**src/rtl/pattern_stream_generator.sv**
```systemverilog
// rtl/pattern_stream_generator.sv - serial stimulus stream generator with golden pattern counter
//
// Purpose:
//   Takes a 16-bit stimulus word from a parallel load port and shifts it out
//   MSB-first, one bit every TICK_DIV clock cycles. Each new bit comes with a
//   one-cycle bit_valid strobe. This output feeds the pattern detector's serial
//   input.
//   Alongside the stream, the block keeps a golden count of non-overlapping
//   occurrences of PATTERN. The detector's own count can be compared against it live.
//
// Parameters:
//   TICK_DIV       clock cycles per emitted bit (>= 2)
//   PATTERN        4-bit target pattern, MSB = oldest bit
//
// Ports:
//   clock_100Mhz   in   single rising-edge clock
//   reset          in   asynchronous, active-low reset
//   load           in   capture load_data (IDLE/DONE only)
//   load_data      in   16-bit stimulus word, bit 15 sent first
//   start          in   begin streaming (IDLE/DONE only, load has priority)
//   repeat_en      in   sampled with start; 1 = wrap bit 0 -> bit 15 forever
//   abort          in   leave RUN for IDLE, suppressing any strobe that cycle
//   bit_out        out  current stream bit, held between strobes
//   bit_valid      out  one-cycle strobe marking a new bit_out
//   busy           out  high while streaming
//   done           out  high after a single pass has completed
//   bit_index      out  index of the next bit to send (0 = word bit 15)
//   expected_count out  golden non-overlapping match count, saturating at 255

module pattern_stream_generator #(
    parameter int          TICK_DIV = 100000000,
    parameter logic [3:0]  PATTERN  = 4'b1011
) (
    input  logic        clock_100Mhz,
    input  logic        reset,
    input  logic        load,
    input  logic [15:0] load_data,
    input  logic        start,
    input  logic        repeat_en,
    input  logic        abort,
    output logic        bit_out,
    output logic        bit_valid,
    output logic        busy,
    output logic        done,
    output logic [3:0]  bit_index,
    output logic [7:0]  expected_count
);

    localparam int             CW        = (TICK_DIV > 2) ? $clog2(TICK_DIV) : 1;
    localparam logic [CW-1:0]  TICK_LAST = CW'(TICK_DIV - 1);

    typedef enum logic [1:0] {
        S_IDLE = 2'd0,
        S_RUN  = 2'd1,
        S_DONE = 2'd2
    } state_t;

    state_t         r_state;
    logic [15:0]    r_word;
    logic [CW-1:0]  r_tick;
    logic [3:0]     r_window;
    logic [2:0]     r_since_match;
    logic           r_repeat;
    logic           r_bit_out;
    logic           r_bit_valid;
    logic           r_busy;
    logic           r_done;
    logic [3:0]     r_bit_index;
    logic [7:0]     r_count;

    logic           w_tick_end;
    logic           w_next_bit;
    logic [3:0]     w_window_next;
    logic [2:0]     w_since_next;
    logic           w_match;
    logic [7:0]     w_count_next;
    logic           w_last_bit;

    assign w_tick_end    = (r_tick == TICK_LAST);

    // Index 0 means word bit 15, so the word bit to send is 15 - index, which
    // for a 4-bit index is simply its bitwise inverse.
    assign w_next_bit    = r_word[~r_bit_index];

    assign w_window_next = {r_window[2:0], w_next_bit};

    // since_match counts bits emitted since the last counted match, saturating
    // at 4. A match needs all four window bits to be fresh, which is what
    // prevents overlapping occurrences from being counted twice.
    assign w_since_next  = (r_since_match == 3'd4) ? 3'd4 : (r_since_match + 3'd1);
    assign w_match       = (w_window_next == PATTERN) && (w_since_next == 3'd4);
    assign w_count_next  = (w_match && (r_count != 8'hFF)) ? (r_count + 8'd1) : r_count;

    assign w_last_bit    = (r_bit_index == 4'd15);

    always_ff @(posedge clock_100Mhz or negedge reset) begin
        if (!reset) begin
            r_state       <= S_IDLE;
            r_word        <= 16'h0000;
            r_tick        <= '0;
            r_window      <= 4'd0;
            r_since_match <= 3'd0;
            r_repeat      <= 1'b0;
            r_bit_out     <= 1'b0;
            r_bit_valid   <= 1'b0;
            r_busy        <= 1'b0;
            r_done        <= 1'b0;
            r_bit_index   <= 4'd0;
            r_count       <= 8'd0;
        end else begin
            // The strobe is a single-cycle pulse; only the emit branch raises it.
            r_bit_valid <= 1'b0;

            case (r_state)
                S_IDLE, S_DONE: begin
                    if (load) begin
                        // load wins over a simultaneous start
                        r_word        <= load_data;
                        r_count       <= 8'd0;
                        r_bit_index   <= 4'd0;
                        r_window      <= 4'd0;
                        r_since_match <= 3'd0;
                        r_bit_out     <= 1'b0;
                        r_busy        <= 1'b0;
                        r_done        <= 1'b0;
                        r_state       <= S_IDLE;
                    end else if (start) begin
                        r_repeat      <= repeat_en;
                        r_tick        <= '0;
                        r_count       <= 8'd0;
                        r_bit_index   <= 4'd0;
                        r_window      <= 4'd0;
                        r_since_match <= 3'd0;
                        r_bit_out     <= 1'b0;
                        r_busy        <= 1'b1;
                        r_done        <= 1'b0;
                        r_state       <= S_RUN;
                    end
                end

                S_RUN: begin
                    if (abort) begin
                        // Count and index freeze; a strobe due this edge is dropped.
                        r_tick  <= '0;
                        r_busy  <= 1'b0;
                        r_done  <= 1'b0;
                        r_state <= S_IDLE;
                    end else if (w_tick_end) begin
                        r_tick        <= '0;
                        r_bit_out     <= w_next_bit;
                        r_bit_valid   <= 1'b1;
                        r_bit_index   <= r_bit_index + 4'd1;
                        r_window      <= w_window_next;
                        r_since_match <= w_match ? 3'd0 : w_since_next;
                        r_count       <= w_count_next;
                        // In repeat mode the window and since_match carry over
                        // the wrap, so a match may straddle two passes.
                        if (w_last_bit && !r_repeat) begin
                            r_busy  <= 1'b0;
                            r_done  <= 1'b1;
                            r_state <= S_DONE;
                        end
                    end else begin
                        r_tick <= r_tick + CW'(1);
                    end
                end

                default: begin
                    r_busy  <= 1'b0;
                    r_done  <= 1'b0;
                    r_state <= S_IDLE;
                end
            endcase
        end
    end

    assign bit_out        = r_bit_out;
    assign bit_valid      = r_bit_valid;
    assign busy           = r_busy;
    assign done           = r_done;
    assign bit_index      = r_bit_index;
    assign expected_count = r_count;

endmodule

```
**config.mk**
```make
export PLATFORM = sky130hd
export DESIGN_NAME = pattern_stream_generator
export DESIGN_NICKNAME = d
export VERILOG_FILES = /design/src/rtl/pattern_stream_generator.sv
export SDC_FILE = /design/constraint.sdc
export NUM_CORES = 1
export LEC_CHECK = 0
export CAP_MARGIN = 20
export CORE_AREA = 4 4 65 112
export CTS_CLUSTER_DIAMETER = 60
export CTS_CLUSTER_SIZE = 28
export DETAILED_ROUTE_END_ITERATION = 6
export DIE_AREA = 0 0 69 116
export PLACE_DENSITY = 0.77
export SLEW_MARGIN = 5
export SYNTH_ARGS = -nofsm -noshare
export SYNTH_HDL_FRONTEND = slang
export SYNTH_SLANG_ARGS = --single-unit
```
**constraint.sdc**
```tcl
create_clock -name clock_100Mhz -period 2.3 [get_ports clock_100Mhz]
set_input_delay 0.575 -clock clock_100Mhz [delete_from_list [all_inputs] [get_ports clock_100Mhz]]
set_output_delay 0.575 -clock clock_100Mhz [all_outputs]
set_load 0.02 [all_outputs]
```
# After elaboration in Yosys (flattened, before gate mapping)
# Cells that the tools add are included.
[word_totals] reg_bits=68 in_bits=22 out_inout_bits=16 wordCells=100
[op_classes] n_addsub=4 n_lt_le_gt_ge=1 eq_ne=16 mux=52 bitwise_logic=2 reduce_logical=13
[op_table] cell="two-way mux 27 bit" count=4
[op_table] cell="case mux 27 bit (2 select lines)" count=1
[op_table] cell="two-way mux 8 bit" count=5
[op_table] cell="adder 27 x 1 -> 27 bit, second input constant" count=1
[op_table] cell="equality test 27 bit, second input constant" count=1
[op_table] cell="two-way mux 3 bit" count=8
[op_table] cell="two-way mux 1 bit" count=16
[op_table] cell="two-way mux 4 bit" count=4
[op_table] cell="case mux 8 bit (2 select lines)" count=1
[op_table] cell="case mux 3 bit (2 select lines)" count=2
[op_table] cell="two-way mux 2 bit" count=5
[op_table] cell="inequality test 2 bit, second input constant" count=5
[op_table] cell="inequality test 3 bit, second input constant" count=3
[op_table] cell="AND reduction 3 bit" count=3
[op_table] cell="adder 8 x 1 -> 8 bit, second input constant" count=1
[op_table] cell="equality test 4 bit, second input constant" count=2
[op_table] cell="inequality test 8 bit, second input constant" count=1
[op_table] cell="case mux 4 bit (2 select lines)" count=1
[op_table] cell="equality test 3 bit, second input constant" count=2
[op_table] cell="case mux 1 bit (2 select lines)" count=3
[op_table] cell="less-than comparator 4 x 5 -> 1 bit, second input constant" count=1
[op_table] cell="AND reduction 5 bit" count=1
[op_table] cell="adder 4 x 1 -> 4 bit, second input constant" count=1
[op_table] cell="binary-select mux 1 bit (select 4 bit)" count=1
[op_table] cell="13 further kinds" count=15

# Logic depth before layout (Yosys ltp)
# Gate-level depths: netlist (run 1).
[logic_depth] depth_word=10 mapped_depth=8 mapped_depth_nobuf=8

# Worst setup path before layout (run 1)
# OpenSTA, ideal clock, no wires.
[synth_path] path_kind="register -> register" from="reg r_since_match[0]" to="reg r_count[7] (netlist: expected_count[7])" setup_time_ns=0.134 arrival_ns=1.986 required_time_ns=2.166 path_slack_ns=0.180 path_stages_with_launch=9 n_path_buf=0 period_less_slack_ns=2.120 path_cell_list="dfrtp_1 -> inv_1 -> ha_1 -> nand4bb_1 -> a311oi_1 -> nor2b_1 -> nand4_1 -> o221ai_1 -> o41ai_2"
[synth_between] elab_chain_cells=7 word_cells_on_any_way=8 classes_between="add/sub (1); eq/ne (3); mux (1); reduce/logical (3)"
[synth_lines] item="start: declaration" line_no="62" source="logic [2:0] r_since_match;"
[synth_lines] item="start signal: assignment" line_no="154" source="r_since_match <= w_match ? 3'd0 : w_since_next;"
[synth_lines] item="adder 3 x 1 -> 3 bit / equality test 3 bit (equally long branches)" line_no="90" source="assign w_since_next = (r_since_match == 3'd4) ? 3'd4 : (r_since_match + 3'd1);"
[synth_lines] item="two-way mux 3 bit *" line_no="90"
[synth_lines] item="equality test 3 bit *" line_no="91" source="assign w_match = (w_window_next == PATTERN) && (w_since_next == 3'd4);"
[synth_lines] item="logical AND 1 bit *" line_no="91"
[synth_lines] item="logical AND 1 bit *" line_no="92" source="assign w_count_next = (w_match && (r_count != 8'hFF)) ? (r_count + 8'd1) : r_count;"
[synth_lines] item="inequality test 2 bit (no source line) *"
[synth_lines] item="AND reduction 5 bit (no source line) *"
[synth_lines] item="end signal: assignment" line_no="155" source="r_count <= w_count_next;"
[synth_lines] item="end: declaration" line_no="69" source="logic [7:0] r_count;"
# Mark *: on every way between the ends. The rest lies on a longest branch, timed or not.
# A chain may end at the register's enable or synchronous reset.

# Final worst setup path (run 1)
[layout_path] from="reg r_bit_index[0] (netlist: bit_index[0])" to="reg r_count[7] (netlist: expected_count[7])"
[layout_between] elab_chain_cells=8
[layout_lines] item="start: declaration" line_no="68" source="logic [3:0] r_bit_index;"
[layout_lines] item="start signal: assignment" line_no="152" source="r_bit_index <= r_bit_index + 4'd1;"
[layout_lines] item="inverter 4 bit" line_no="83" source="assign w_next_bit = r_word[~r_bit_index];"
[layout_lines] item="binary-select mux 1 bit (select 4 bit)" line_no="83"
[layout_lines] item="two-way mux 1 bit (not written as such)" line_no="83"
[layout_lines] item="equality test 4 bit" line_no="91"
[layout_lines] item="logical AND 1 bit" line_no="91"
[layout_lines] item="logical AND 1 bit" line_no="92"
[layout_lines] item="inequality test 2 bit (no source line)"
[layout_lines] item="AND reduction 5 bit (no source line)"
# No other way between the ends. The select of a mux whose other input is x is not followed.

==> impl_metrics.ini, run 1 <==
[outcome]
status = finished, final reports clean

[yosys]
ys_async_sr_fraction_pct = 100.0
netlist_area_um2 = 3456
ys_seq_elements = 66
syn_area_per_cell_um2 = 10.44
synth_flop_cell = dfrtp_1
synthesis.nets = 358
yosys_warnings = 0
synth-edff-count = 0
synthCells = 331
yosysUniqueCellTypes = 52
ys_seq_area_share_pct = 47.79

[grt]
grt_max_degree = 67
grt_overflow = 0
grt_pass1_vias = 3057
grt_pass1_wl_mm = 14.97
grt_use_total_pct = 23.96
antenna_found_initial = 0

[floorplan]
die_w_um = 69
die_area_um2 = 8004
pin_count = 38
core_um2 = 6441
fp.dieH_um = 116
start_util_pct = 53.65
core.rowCount = 39

[finish]
n_fill_cell = 492
n_antenna_cell = 0
final_util_pct = 68.86
drive_gt1_share_pct = 20.30
fin_area_um2 = 4436
mostFrequentLayoutCell = dfrtp_1
area_growth_pct = 28.35
mostFrequentLayoutCells = 66 x dfrtp_1, 36 x clkdlybuf4s50_1, 30 x nand2_1, 29 x nor2_1, 28 x buf_4
stdcell_count = 486
fin_nets = 427

[detailed_routing]
drt_wl_total_mm = 8.801
num_vias = 2909
wire_per_inst_um = 18.11
drt_iter0_markers = 199
drcViolationCount = 0
drtPass1Iterations = 5
ant_nets = 0
via_per_inst = 5.986

[placed_design]
globalplace.congestion = 0.8630
placed_cells = 471
io_buffers = 37
placed_area_um2 = 4121
dpl.hpwl_mm = 6.372

[clock_network]
clockBufferDepth = 2
postCtsSetupBuffers = 0
cts_sinks = 66
cts.reportedPaths.clkPinSlew_ns = 0.05
cts_tree = yes
cts_buffers = 9
holdBufCountCts = 0
clockRootBuffer = clkbuf_16
h-tree-depth = 3
clock_latency_ns = 0.33

[setup_path]
crit_type = register to register
critPathMaxFanout = 8
critPathArrivalTime_ns = 2.43
critical_path_required_ns = 2.53
crit_path_end_kind = register
crit_path_start_kind = register

[timing]
rsz0062_at_grt = false
final.setup_skew_ns = 0.006473
period_share_pct = 95.71
max_freq_mhz = 454.3
min_period_ns = 2.201
setup_viol = 0
relSlewSlack_pct = 63.84
hold_slack_ns = 0.2626
hold_viol = 0
worst-slew-pin-transition_ns = 0.5374
maxSlewViolCount = 0

[worst_hold_path]
min_path_type = input pin to asynchronous set/reset pin

[pwr]
cellPowerDensity_nw_per_um2 = 673.9
ir_drop_uv = 524.3
power_mw = 2.989
power.leakage_nw = 1.904

[run]
cap_violations = 0
critical path, stage by stage (launching register included):
cell	delay, ns
dfrtp_1	0.58
mux4_2	0.61
nor2_1	0.22
o32ai_4	0.11
buf_4	0.19
nand4_1	0.14
o221ai_1	0.15
o41ai_2	0.08
worst paths after layout:
| check | from | to | slack (ns) | depth (start not counted) |
|---|---|---|---|---|
| min in group clock_100Mhz | r_tick[23]$_DFFE_PN0P_ | r_tick[23]$_DFFE_PN0P_ | 0.49 | 1 |
| worst min-delay path | reset | expected_count[6]$_DFFE_PN0P_ | 0.26 | 2 |
| worst min register to register | r_tick[23]$_DFFE_PN0P_ | r_tick[23]$_DFFE_PN0P_ | 0.49 | 1 |
| worst max register to register | bit_index[0]$_DFFE_PN0P_ | expected_count[7]$_DFFE_PN0P_ | 0.1 | 7 |
| max in group asynchronous | reset | r_tick[4]$_DFFE_PN0P_ | 1.75 | 2 |
| worst max-delay path | bit_index[0]$_DFFE_PN0P_ | expected_count[7]$_DFFE_PN0P_ | 0.1 | 7 |
area by class of cell:
class,count,area (um2),share of cell area [%]
Sequential cell,66,1652,37.24
Tap cell,82,102.6,2.313
Clock buffer,13,270.3,6.093
Multi-Input combinational cell,248,1730,39.01
Inverter,8,30.03,0.6770
Clock inverter,2,35.03,0.7898
Timing Repair Buffer,67,615.6,13.88
Yosys cell counts, drive strengths merged, types with 7 or more instances:
| library cell | instances | area [um2] |
|---|---|---|
| and3 | 9 | 61.31 |
| nand3 | 18 | 115.1 |
| o21ai | 26 | 130.1 |
| xor2 | 13 | 113.9 |
| nand4 | 10 | 62.56 |
| a21oi | 8 | 40.04 |
| dfrtp | 66 | 1652 |
| nand2 | 31 | 118.9 |
| nor3 | 8 | 40.04 |
| nor2 | 31 | 135.1 |
| inv | 8 | 30.03 |
| mux2 | 22 | 247.7 |
| nor4 | 7 | 65.06 |
cell families (layout without fill, tap and decap cells):
kind of cell             count (synthesis)  after routing  share of synthesized area, %
XOR/XNOR                                15             15                         3.802
buffers and inverters                   17             90                         2.390
multiplexers                            24             24                         8.472
AND/OR/NAND/NOR                        137            137                         22.19
adder cells (fa/ha/maj)                  5              5                         1.810
AO/OA/AOI/OAI                           67             67                         13.54
flip-flops                              66             66                         47.79
registers in the layout (all words and copies together), names as in the netlist:
name	count
r_repeat	1
bit_valid	1
r_state	1
done	1
r_since_match	3
expected_count	8
r_window	2
r_tick	27
r_word	16
bit_out	1
busy	1
bit_index	4
metrics by stage:
stage	setup TNS, ns	setup WS, ns
4_1_cts	0	0.03060
2_1_floorplan	0	0.1800
5_1_grt	0	0.001103
3_3_place_gp	0	0.03075
3_5_place_dp	-0.01907	-0.01907
6_report	0	0.09874
routing by layer:
metal,wire length (um),up-vias,GRT usage (%)
li1,-,1364,-
met1,3136,1406,23.81
met2,4793,103,43.69
met3,354,36,4.861
met4,517,0,17.73
met5,0,-,0
report_power, final:
group,switching [mW],internal [mW]
clock,0.465,0.918
combinational,0.166,0.172
sequential,0.0417,1.23
timing repair:
item / in CTS / in global routing
gates resized for setup: 0 / 2
setup endpoints to repair: 0 / 7
hold endpoints to repair: 0 / 0
(Power assumes the default switching activity.)
==> run 2: changes to the inputs <==
--- a/config.mk
+++ b/config.mk
@@ -6,11 +6,11 @@
 export NUM_CORES = 1
 export LEC_CHECK = 0
 export CAP_MARGIN = 20
-export CORE_AREA = 4 4 65 112
+export CORE_AREA = 2 2 63 110
 export CTS_CLUSTER_DIAMETER = 60
 export CTS_CLUSTER_SIZE = 28
 export DETAILED_ROUTE_END_ITERATION = 6
-export DIE_AREA = 0 0 69 116
+export DIE_AREA = 0 0 65 112
 export PLACE_DENSITY = 0.77
 export SLEW_MARGIN = 5
 export SYNTH_ARGS = -nofsm -noshare
==> impl_metrics.ini, run 2 (same netlist as run 1, synthesis figures left out) <==
[timing]
worst-slew-pin-transition_ns = 0.5445
period_share_pct = 96.35
setup_viol = 0
hold_viol = 0
final.setup_skew_ns = 0.003606
fin_ws_ns = 0.08399
fin_setup_tns_ns = 0
maxSlewViolCount = 0
max_freq_mhz = 451.3
relSlewSlack_pct = 63.37
min_period_ns = 2.216

[setup_path]
critPathMaxFanout = 5
crit_type = register to register
critical_path_required_ns = 2.48
critPathArrivalTime_ns = 2.40
crit_path_start_kind = register
reg2regPathDepth = 8
crit_path_end_kind = register

[run]
cap_violations = 0

[grt]
grt_pass1_vias = 3032
grt_use_total_pct = 25.79
grt_overflow = 0
grt_max_degree = 43
antenna_found_initial = 0
grt_pass1_wl_mm = 14.24

[detailed_routing]
ant_nets = 0
num_vias = 2940
via_per_inst = 6.049
drt_iter0_markers = 169
drt_wl_total_mm = 8.633
wire_per_inst_um = 17.76
drcViolationCount = 0
drtPass1Iterations = 4

[floorplan]
core_um2 = 6392
start_util_pct = 54.06
die_w_um = 65
pin_count = 38
fp.dieH_um = 112
core.rowCount = 39
die_area_um2 = 7280

[pwr]
ir_drop_uv = 552.8
power.leakage_nw = 1.883
cellPowerDensity_nw_per_um2 = 638.8

[clock_network]
cts_buffers = 9
clock_latency_ns = 0.33
cts_tree = yes
cts_sinks = 66
h-tree-depth = 3
clockRootBuffer = clkbuf_16
holdBufCountCts = 0
cts.reportedPaths.clkPinSlew_ns = 0.05
clockBufferDepth = 2

[placed_design]
globalplace.congestion = 0.9200
placed_cells = 470
io_buffers = 37
dpl.hpwl_mm = 6.370
placed_area_um2 = 4114
pre_cts_ws_ns = -0.1123

[finish]
stdcell_count = 486
n_fill_cell = 468
n_antenna_cell = 0
regMostFlops = r_tick
mostFrequentLayoutCell = dfrtp_1
mostFrequentLayoutCells = 66 x dfrtp_1, 36 x clkdlybuf4s50_1, 29 x nand2_1, 29 x nor2_1, 27 x buf_4
fin_nets = 427
area_growth_pct = 28.53
drive_gt1_share_pct = 21.78
fin_area_um2 = 4442
largest_reg_flops = 27

[outcome]
status = finished, final reports clean

[worst_hold_path]
min_path_type = input pin to asynchronous set/reset pin
[run 2: path summary, 6_finish.rpt]
check | from | to | slack [ns]
max | r_since_match[0]$_DFFE_PN0P_ | expected_count[2]$_DFFE_PN0P_ | 0.08
min | reset | r_word[7]$_DFFE_PN0P_ | 0.11
max reg2reg | r_since_match[0]$_DFFE_PN0P_ | expected_count[2]$_DFFE_PN0P_ | 0.08
min reg2reg | r_tick[21]$_DFFE_PN0P_ | r_tick[21]$_DFFE_PN0P_ | 0.47
max in group asynchronous | reset | r_word[14]$_DFFE_PN0P_ | 1.69
min in group clock_100Mhz | r_tick[21]$_DFFE_PN0P_ | r_tick[21]$_DFFE_PN0P_ | 0.47
[run 2: per-stage QoR]
stage	hold WS, ns	utilization, %	total power, mW
final	0.1072	69.49	2.838
after global routing	0.1215	69.49	2.948
after CTS	0.1083	68.76	2.859
after detailed placement	0.4552	64.36	1.618
after global placement	0.4500	64.36	1.607
after floorplan	0.2794	-	1.456
[run 2: cell type report]
type | instances | area [um2] | area share (%)
clock inverters | 2 | 12.51 | 0.2817
inverters | 8 | 30.03 | 0.6761
flip-flops and latches | 66 | 1652 | 37.18
multi-input cells | 248 | 1765 | 39.75
clock buffers | 13 | 260.3 | 5.859
well taps | 82 | 102.6 | 2.310
repair buffers | 67 | 619.3 | 13.94
[run 2: per-layer routing]
metal / share of wire (%) / global-route usage, % / up-vias
met2: 56 / 47.01 / 73
li1: - / - / 1365
met1: 37 / 26.42 / 1478
met5: 0 / 0 / -
met4: 3.7 / 15.89 / 0
met3: 3.5 / 4.242 / 24
[run 2: report_power, final]
| part | total [mW] | internal, mW | switching, mW | leakage (nW) |
|---|---|---|---|---|
| Clock | 1.24 | 0.779 | 0.458 | 0.132 |
| Sequential | 1.27 | 1.23 | 0.0406 | 0.881 |
| Combinational | 0.334 | 0.171 | 0.163 | 0.871 |
| Total | 2.84 | 2.18 | 0.661 | 1.88 |
[run 2: what timing repair did]
action / CTS / global route
setup buffers: 0 / 1
hold endpoints to repair: 0 / 0
pin swaps: 0 / 3
setup endpoints to repair: 6 / 8
gates resized for setup: 3 / 11
[run 2: worst max-delay path: stages (launching register included)]
cell and delay [ns]:
dfrtp_1 0.41, buf_4 0.15, ha_2 0.20, nand2b_1 0.16, a311oi_2 0.33, buf_4 0.18
nand2_1 0.16, o311ai_1 0.30, o311ai_0 0.18
